==> src/rtl/imem_arbiter_pkg.sv <==
// Shared types and constants for the instruction-memory arbiter.
package imem_arbiter_pkg;

    typedef enum logic {
        ST_RR     = 1'b0,
        ST_LOCKED = 1'b1
    } arb_state_t;

    localparam logic PORT_FETCH = 1'b0;
    localparam logic PORT_DEBUG = 1'b1;

    localparam int unsigned DEFAULT_DEPTH    = 256;
    localparam int unsigned DEFAULT_LOCK_MAX = 16;

endpackage

==> src/rtl/imem_rr_pick.sv <==
// Two-input round-robin picker; the pointer records the port granted most recently.
module imem_rr_pick
    import imem_arbiter_pkg::*;
(
    input  logic clock,
    input  logic reset,
    input  logic req_f,
    input  logic req_d,
    input  logic upd,
    input  logic upd_id,
    output logic pick_valid,
    output logic pick_id
);

    logic last_id;

    // Pointer follows the actual grant, including lock-mode grants chosen outside this picker.
    always_ff @(posedge clock) begin
        if (reset) begin
            last_id <= PORT_DEBUG;
        end else if (upd) begin
            last_id <= upd_id;
        end
    end

    always_comb begin
        pick_valid = req_f | req_d;
        pick_id    = PORT_FETCH;
        if (req_f && req_d) begin
            pick_id = (last_id == PORT_FETCH) ? PORT_DEBUG : PORT_FETCH;
        end else if (req_d) begin
            pick_id = PORT_DEBUG;
        end
    end

endmodule

==> src/rtl/imem_arbiter.sv <==
// Arbitrates fetch and debug ports onto one synchronous-read instruction memory,
// with a debug lock mode that still yields one fetch slot every LOCK_MAX debug grants.
module imem_arbiter
    import imem_arbiter_pkg::*;
#(
    parameter int unsigned DEPTH    = DEFAULT_DEPTH,
    parameter int unsigned LOCK_MAX = DEFAULT_LOCK_MAX
) (
    input  logic        clock,
    input  logic        reset,
    input  logic        f_req,
    input  logic [31:0] f_addr,
    output logic        f_gnt,
    output logic        f_rvalid,
    output logic [31:0] f_rdata,
    output logic        f_err,
    input  logic        d_req,
    input  logic [31:0] d_addr,
    output logic        d_gnt,
    output logic        d_rvalid,
    output logic [31:0] d_rdata,
    output logic        d_err,
    input  logic        d_lock,
    output logic [31:0] mem_addr,
    input  logic [31:0] mem_rdata,
    output logic        locked
);

    localparam int unsigned CW = (LOCK_MAX < 1) ? 1 : $clog2(LOCK_MAX + 1);
    localparam logic [CW-1:0] CNT_MAX = CW'(LOCK_MAX);

    arb_state_t    state, state_nx;
    logic [CW-1:0] cnt, cnt_nx;

    logic        pick_valid, pick_id;
    logic        gnt_valid, gnt_id, gnt_err;
    logic [31:0] gnt_addr;
    logic        lock_hold, force_fetch;

    logic pend_valid, pend_id, pend_err;
    logic rsp_ok;

    imem_rr_pick u_pick (
        .clock      (clock),
        .reset      (reset),
        .req_f      (f_req),
        .req_d      (d_req),
        .upd        (gnt_valid),
        .upd_id     (gnt_id),
        .pick_valid (pick_valid),
        .pick_id    (pick_id)
    );

    always_ff @(posedge clock) begin
        if (reset) begin
            state      <= ST_RR;
            cnt        <= '0;
            pend_valid <= 1'b0;
            pend_id    <= PORT_FETCH;
            pend_err   <= 1'b0;
        end else begin
            state      <= state_nx;
            cnt        <= cnt_nx;
            pend_valid <= gnt_valid;
            pend_id    <= gnt_id;
            pend_err   <= gnt_err;
        end
    end

    // A LOCKED cycle with d_lock low is arbitrated exactly like RR.
    always_comb begin
        lock_hold   = (state == ST_LOCKED) && d_lock;
        force_fetch = lock_hold && f_req && (cnt == CNT_MAX);

        gnt_valid = 1'b0;
        gnt_id    = PORT_FETCH;
        if (!reset) begin
            if (force_fetch) begin
                gnt_valid = 1'b1;
                gnt_id    = PORT_FETCH;
            end else if (lock_hold) begin
                gnt_valid = d_req;
                gnt_id    = PORT_DEBUG;
            end else begin
                gnt_valid = pick_valid;
                gnt_id    = pick_id;
            end
        end

        f_gnt    = gnt_valid && (gnt_id == PORT_FETCH);
        d_gnt    = gnt_valid && (gnt_id == PORT_DEBUG);
        gnt_addr = (gnt_id == PORT_FETCH) ? f_addr : d_addr;
        gnt_err  = gnt_addr >= 32'(DEPTH);
        mem_addr = (gnt_valid && !gnt_err) ? gnt_addr : '0;
    end

    // The grant that enters LOCKED counts toward the lock budget.
    always_comb begin
        state_nx = ST_RR;
        if (d_lock && ((state == ST_LOCKED) || d_gnt)) begin
            state_nx = ST_LOCKED;
        end

        cnt_nx = cnt;
        if ((state_nx == ST_RR) || force_fetch) begin
            cnt_nx = '0;
        end else if (d_gnt && (cnt != CNT_MAX)) begin
            cnt_nx = cnt + 1'b1;
        end
    end

    always_comb begin
        rsp_ok   = pend_valid && !reset;
        f_rvalid = rsp_ok && (pend_id == PORT_FETCH);
        d_rvalid = rsp_ok && (pend_id == PORT_DEBUG);
        f_err    = f_rvalid && pend_err;
        d_err    = d_rvalid && pend_err;
        f_rdata  = (f_rvalid && !pend_err) ? mem_rdata : '0;
        d_rdata  = (d_rvalid && !pend_err) ? mem_rdata : '0;
        locked   = (state == ST_LOCKED) && !reset;
    end

endmodule

==> config.mk <==
export PLATFORM = sky130hd
export DESIGN_NAME = imem_arbiter
export DESIGN_NICKNAME = d
export VERILOG_FILES = /design/src/rtl/imem_arbiter_pkg.sv /design/src/rtl/imem_rr_pick.sv /design/src/rtl/imem_arbiter.sv
export SDC_FILE = /design/constraint.sdc
export NUM_CORES = 1
export LEC_CHECK = 0
export BUFFER_PORTS_ARGS = -buffer_cell sky130_fd_sc_hd__buf_4
export CAP_MARGIN = 40
export CORE_AREA = 2 2 78 80
export CTS_CLUSTER_DIAMETER = 60
export DETAILED_ROUTE_END_ITERATION = 10
export DIE_AREA = 0 0 80 82
export HOLD_SLACK_MARGIN = 0.03
export MAX_ROUTING_LAYER = met4
export PLACE_DENSITY_LB_ADDON = 0.05
export SLEW_MARGIN = 15
export SYNTH_ARGS = -nofsm -noshare
export SYNTH_HDL_FRONTEND = slang
export SYNTH_SLANG_ARGS = --single-unit
export TNS_END_PERCENT = 10
==> constraint.sdc <==
create_clock -name clock -period 2.8 [get_ports clock]
set_clock_uncertainty 0.05 [all_clocks]
set_input_delay 0.42 -clock clock [delete_from_list [all_inputs] [get_ports clock]]
set_output_delay 0.42 -clock clock [all_outputs]
set_load 0.02 [all_outputs]
# [Yosys cells after proc, flatten, opt, wreduce, memory -nomap -nowiden]
# Index checks and enable logic that the tools add are counted.
[word_totals] reg_bits=10 elab_cells=51 output_inout_bits=103
[classes] order_cmp=1 n_eq_ne=2 n_mux=14 bitwise=4 n_reduce_logical=23 add_sub_neg=1
[ops] op="2-to-1 mux 32 bit" n=4
[ops] op="greater-or-equal comparator 32 x 9 -> 1 bit (second input constant)" n=1
[ops] op="logical AND 1 bit" n=17
[ops] op="2-to-1 mux 1 bit" n=10
[ops] op="adder 5 x 1 -> 5 bit (second input constant)" n=1
[ops] op="== test 5 bit (second input constant)" n=1
[ops] op="!= test 5 bit (second input constant)" n=1
[ops] op="zero test 1 bit" n=3
[ops] op="NOT 1 bit" n=3
[ops] op="logical OR 1 bit" n=2
[ops] op="OR reduction 2 bit" n=1
[ops] op="OR 1 bit" n=1

# [Logic depth before layout (Yosys ltp)]
[depth] ltp_word=12 depth_mapped=8 mapped_depth_nobuf=6

# [Hierarchy]
# Synthesis repeated with hierarchy kept, for this count alone.
[unflattened] hier_cells=196 area_unflattened_um2=1442.6
[modules_own_cells] mod="imem_arbiter" area_per_inst_um2=1393.8 n_inst=1 seq_area_each_um2=180.2 cells_each=191
[modules_own_cells] mod="imem_rr_pick" area_per_inst_um2=48.8 n_inst=1 seq_area_each_um2=20.0 cells_each=5

# [Least setup slack after synthesis]
# OpenSTA, ideal clock, no wires.
[synth_timing] path_type="reg-to-output" from="register cnt[0]" to="output port mem_addr[1]" path_slack_ps=590 required_ps=2330 path_stages_with_launch=9 path_buffers=2 t_arrival_ps=1740 path_cell_list="dfxtp_1 -> inv_1 -> ha_1 -> nor4bb_1 -> buf_4 -> a22o_4 -> buf_6 -> nor4_1 -> o21a_1"
[synth_via] elab_chain_len=9 elab_cells_between_ends=11
[synth_rtl] item="from (decl)" line_no="imem_arbiter.sv:33" rtl="logic [CW-1:0] cnt, cnt_nx;"
[synth_rtl] item="from (signal assigned)" line_no="imem_arbiter.sv:63" rtl="cnt <= cnt_nx;"
[synth_rtl] item="== test 5 bit (*)" line_no="imem_arbiter.sv:73" rtl="force_fetch = lock_hold && f_req && (cnt == CNT_MAX);"
[synth_rtl] item="logical AND 1 bit (*)" line_no="imem_arbiter.sv:73"
[synth_rtl] item="2-to-1 mux 1 bit" line_no="imem_arbiter.sv:78" rtl="if (force_fetch) begin"
[synth_rtl] item="2-to-1 mux 1 bit" line_no="imem_arbiter.sv:77" rtl="if (!reset) begin"
[synth_rtl] item="2-to-1 mux 32 bit" line_no="imem_arbiter.sv:92" rtl="gnt_addr = (gnt_id == PORT_FETCH) ? f_addr : d_addr;"
[synth_rtl] item="greater-or-equal comparator 32 x 9 -> 1 bit" line_no="imem_arbiter.sv:93" rtl="gnt_err = gnt_addr >= 32'(DEPTH);"
[synth_rtl] item="zero test 1 bit" line_no="imem_arbiter.sv:94" rtl="mem_addr = (gnt_valid && !gnt_err) ? gnt_addr : '0;"
[synth_rtl] item="logical AND 1 bit" line_no="imem_arbiter.sv:94"
[synth_rtl] item="2-to-1 mux 32 bit (*)" line_no="imem_arbiter.sv:94"
[synth_rtl] item="to (decl)" line_no="imem_arbiter.sv:24" rtl="output logic [31:0] mem_addr,"
# Mark *: on every way between the ends. The rest lies on a longest branch, timed or not.

# [Final worst setup path]
[layout_timing] from="register cnt[0]" to="output port mem_addr[7]"
# The elaborated chain is that of the path after synthesis.

==> summary.md <==
| Metric | Value |
|---|---|
| Outcome | finished clean |
| H-tree depth | 1 |
| Final nets | 501 |
| Yosys top cell by area | and2_1 |
| Unrepaired setup endpoints after global routing | false |
| Setup bufs post-CTS | 0 |
| Core box area | 5746 um^2 |
| Total power | around 0.56 mW |
| Num ports | 204 |
| Initial antenna violation count | 0 |
| Critical R2R Capture | pend_err$_SDFF_PP0_ |
| Routed length per instance | 12.69 um |
| First-pass GRT wire length | 8286 um |
| CTS tree | built |
| Post-DP HPWL | about 5200 um |
| Period utilization | just over 90% |
| Synth Cell Area | between 1500 and 2000 um^2 |
| CTS sink count | 10 |
| Die area | between 6000 and 7000 um^2 |
| Final Slew Violations | 0 |
| Synth cell types | 42 |
| Vias per std cell | between 4 and 5 |
| Kind of critical path | flop to primary output |
| Grt met1 use | ~17% |
| Die X-Extent | approximately 80 um |
| Worst vdd ir | approximately 0.14 mV |
| Dpl ws | around 0.47 ns |
| GR Layer Usage met3 | roughly 5% |
| P_leak | 1.491 nW |
| Slew HR | roughly 64% |
| Final Hold Fails | 0 |
| Die Y | between 80 and 90 um |
| Highest Clock Rate | approximately 380 MHz |
| Initial Util | roughly 28% |
| Worst min path class | primary input to flop |
| Most frequent cells in the layout | buf_4 (184), and2_1 (66), conb_1 (24) |
| Worst-Skew Late Latency | roughly 0.23 ns |
| Synth Area in XOR/XNOR | under 10% |
| IO Port Bufs | about 180 |
| Power per cell area | between 150 and 200 nW/um^2 |
| Clock Path Buffers | 2 |
| DRC Markers | 0 |
| EDFF count, synth | 0 |
| Fraction of registers with async set/reset | 0% |
| Launch point of the worst reg-to-reg path | cnt[0]$_SDFFE_PP0P_ |
| Number of synthesized register bits | 10 |
| Gr ovfl total | 0 |
| Area Overhead vs Synth | 83.94% |
| GP Congestion | ~0.75 |
| Final setup violation count | 0 |
| Pre-antenna DRT Iters | 4 |
| Avg Inst Size Synth | about 7.4 um^2 |
| CTS root buf | clkbuf_8 |
| R2r setup slk | just over 1 ns |
| Fin worst setup slack | approximately 0.18 ns |
| Hold Buf Count CTS | 0 |
| DR iter-0 viols | 46 |
| Post-layout min period | 2.617 ns |
| Register area share after synthesis | between 10 and 15% |
| CTS Buf Count | 3 |
| Setup TNS | 0 ns |
| Vias | 2099 |
| CP Data Arrival Time | approximately 2.2 ns |
| Area share of the largest cell type after synthesis | 25.37% |
| Worst path required time | between 2 and 2.5 ns |
| R2R depth | 7 |
| Dominant cells by area after synthesis | and2_1 (25%), dfxtp_1 (12%), buf_4 (12%), nor4_1 (6.5%), nand3_1 (5.5%) |
| Hold Crit Endpoint | pend_err$_SDFF_PP0_ |
| Worst Hold Launch | reset |
| CTS resizes | 0 |
| Simple-gate share of the synthesized area | roughly half |
| ANT nets after route | 0 |
| Routed WL | around 6000 um |
| Compound-Gate Fraction of Synth Area | between 15 and 20% |
| Largest family of logic cells by synthesized area | simple AND/OR/NAND/NOR gates |
| GR Util met2 | 28.83% |
| Largest net degree at the start of global routing | 33 |
| Synth warnings | 0 |
| Clk slew on worst S/H paths | approximately 0.050 ns |
| Antenna Cells | 0 |
| Hold Crit Depth | 2 |
| Layout cells sized above 1 | 50.51% |
| CP max FO | 12 |
| GRT Overall Usage | about 16% |
| Multiplexer share of the synthesized area | 0.6149% |
| Rows | 28 |
| Number of global-route vias before repair | approximately 1700 |
| Tightest Pin Transition | around 0.53 ns |
| GRT Max-Usage Layer | met2 |
| Critical path startpoint category | flop |
| Crit end category | primary output |
| Commonest non-fill, non-tap cell in the layout | buf_4 |
| Synth Instances | 220 |
| Post-Synth Adder-Cell Area | ~1.5% |
| Synth Flop Type | dfxtp_1 |
| Max-cap violations | 0 |
## state kept, by name, indices dropped and copies added (netlist names)
name	flops
state	1
pend_id	1
u_pick.last_id	1
pend_err	1
cnt	5
pend_valid	1
## worst max path at each step
stage	slack (ns)	cells past startpoint	endpoint	from
finish	0.18	8	mem_addr[7]	cnt[0]$_SDFFE_PP0P_
floorplan	0.59	8	mem_addr[1]	cnt[0]$_SDFFE_PP0P_
CTS	0.21	8	mem_addr[0]	cnt[0]$_SDFFE_PP0P_
global placement	0.42	6	mem_addr[7]	d_addr[30]
detailed placement	0.47	6	mem_addr[0]	d_addr[30]
global route	0.10	8	mem_addr[0]	cnt[0]$_SDFFE_PP0P_
## Yosys cell counts, types with 2 or more instances
| master | number |
|---|---|
| and2_1 | 66 |
| buf_4 | 25 |
| nand3_1 | 18 |
| nor4_1 | 17 |
| dfxtp_1 | 10 |
| a211oi_1 | 9 |
| o21a_1 | 8 |
| clkbuf_1 | 7 |
| nor2_1 | 6 |
| inv_1 | 5 |
| nand2_1 | 5 |
| a21oi_1 | 3 |
| nor2b_1 | 3 |
| o21ai_0 | 3 |
| and3_1 | 2 |
| buf_6 | 2 |
| ha_1 | 2 |
| nor3_1 | 2 |
| nor4_2 | 2 |
| nor4_4 | 2 |
| xnor2_1 | 2 |
## metrics by stage
stage | utilization (%) | instances | instance area (um^2) | hold WS [ns]
6_report | 52.11 | 471 | 2994 | 0.4233
5_1_grt | 52.11 | 471 | 2994 | 0.4286
4_1_cts | 52.11 | 471 | 2994 | 0.4244
3_5_place_dp | 51.39 | 468 | 2953 | 0.4598
3_3_place_gp | 51.39 | 468 | 2953 | 0.4491
2_1_floorplan | - | 243 | 1714 | 0.4216
## final cells by class
cell class / count / area (um^2)
fill: 597 / 2751
timing repair buffer: 184 / 1381
multi-input combinational: 194 / 1259
sequential: 10 / 200.2
tap: 75 / 93.84
clock buffer: 3 / 41.29
inverter: 5 / 18.77
## worst max-delay path, stage by stage, from the launching register on
cell      delay [ns]
dfxtp_1         0.38
inv_1           0.06
ha_1            0.18
nor4bb_1        0.13
buf_4           0.17
a22o_4          0.30
nor4_1          0.39
o21a_1          0.16
buf_4           0.13
## kinds of logic (layout without fill, tap and decap cells)
logic type               Yosys count  in the layout
AND/OR/NAND/NOR                  132            132
buffers and inverters             39            192
AO/OA/AOI/OAI                     33             33
flip-flops                        10             10
adder cells (fa/ha/maj)            2              2
XOR/XNOR                           2              2
other                              1             24
multiplexers                       1              1
## power breakdown
part / leakage (nW) / total [mW] / switching, mW / internal [mW]
logic: 1.39 / 0.259 / 0.124 / 0.135
clock network: 0.0216 / 0.145 / 0.0510 / 0.0937
registers: 0.0819 / 0.153 / 0.00547 / 0.148
## routing by layer
metal,routed length (um),up-vias
met4,36,0
met2,3160,107
met5,0,-
met1,2123,908
li1,-,1078
met3,656,6
Note: power is estimated with default switching activity, not from simulation.
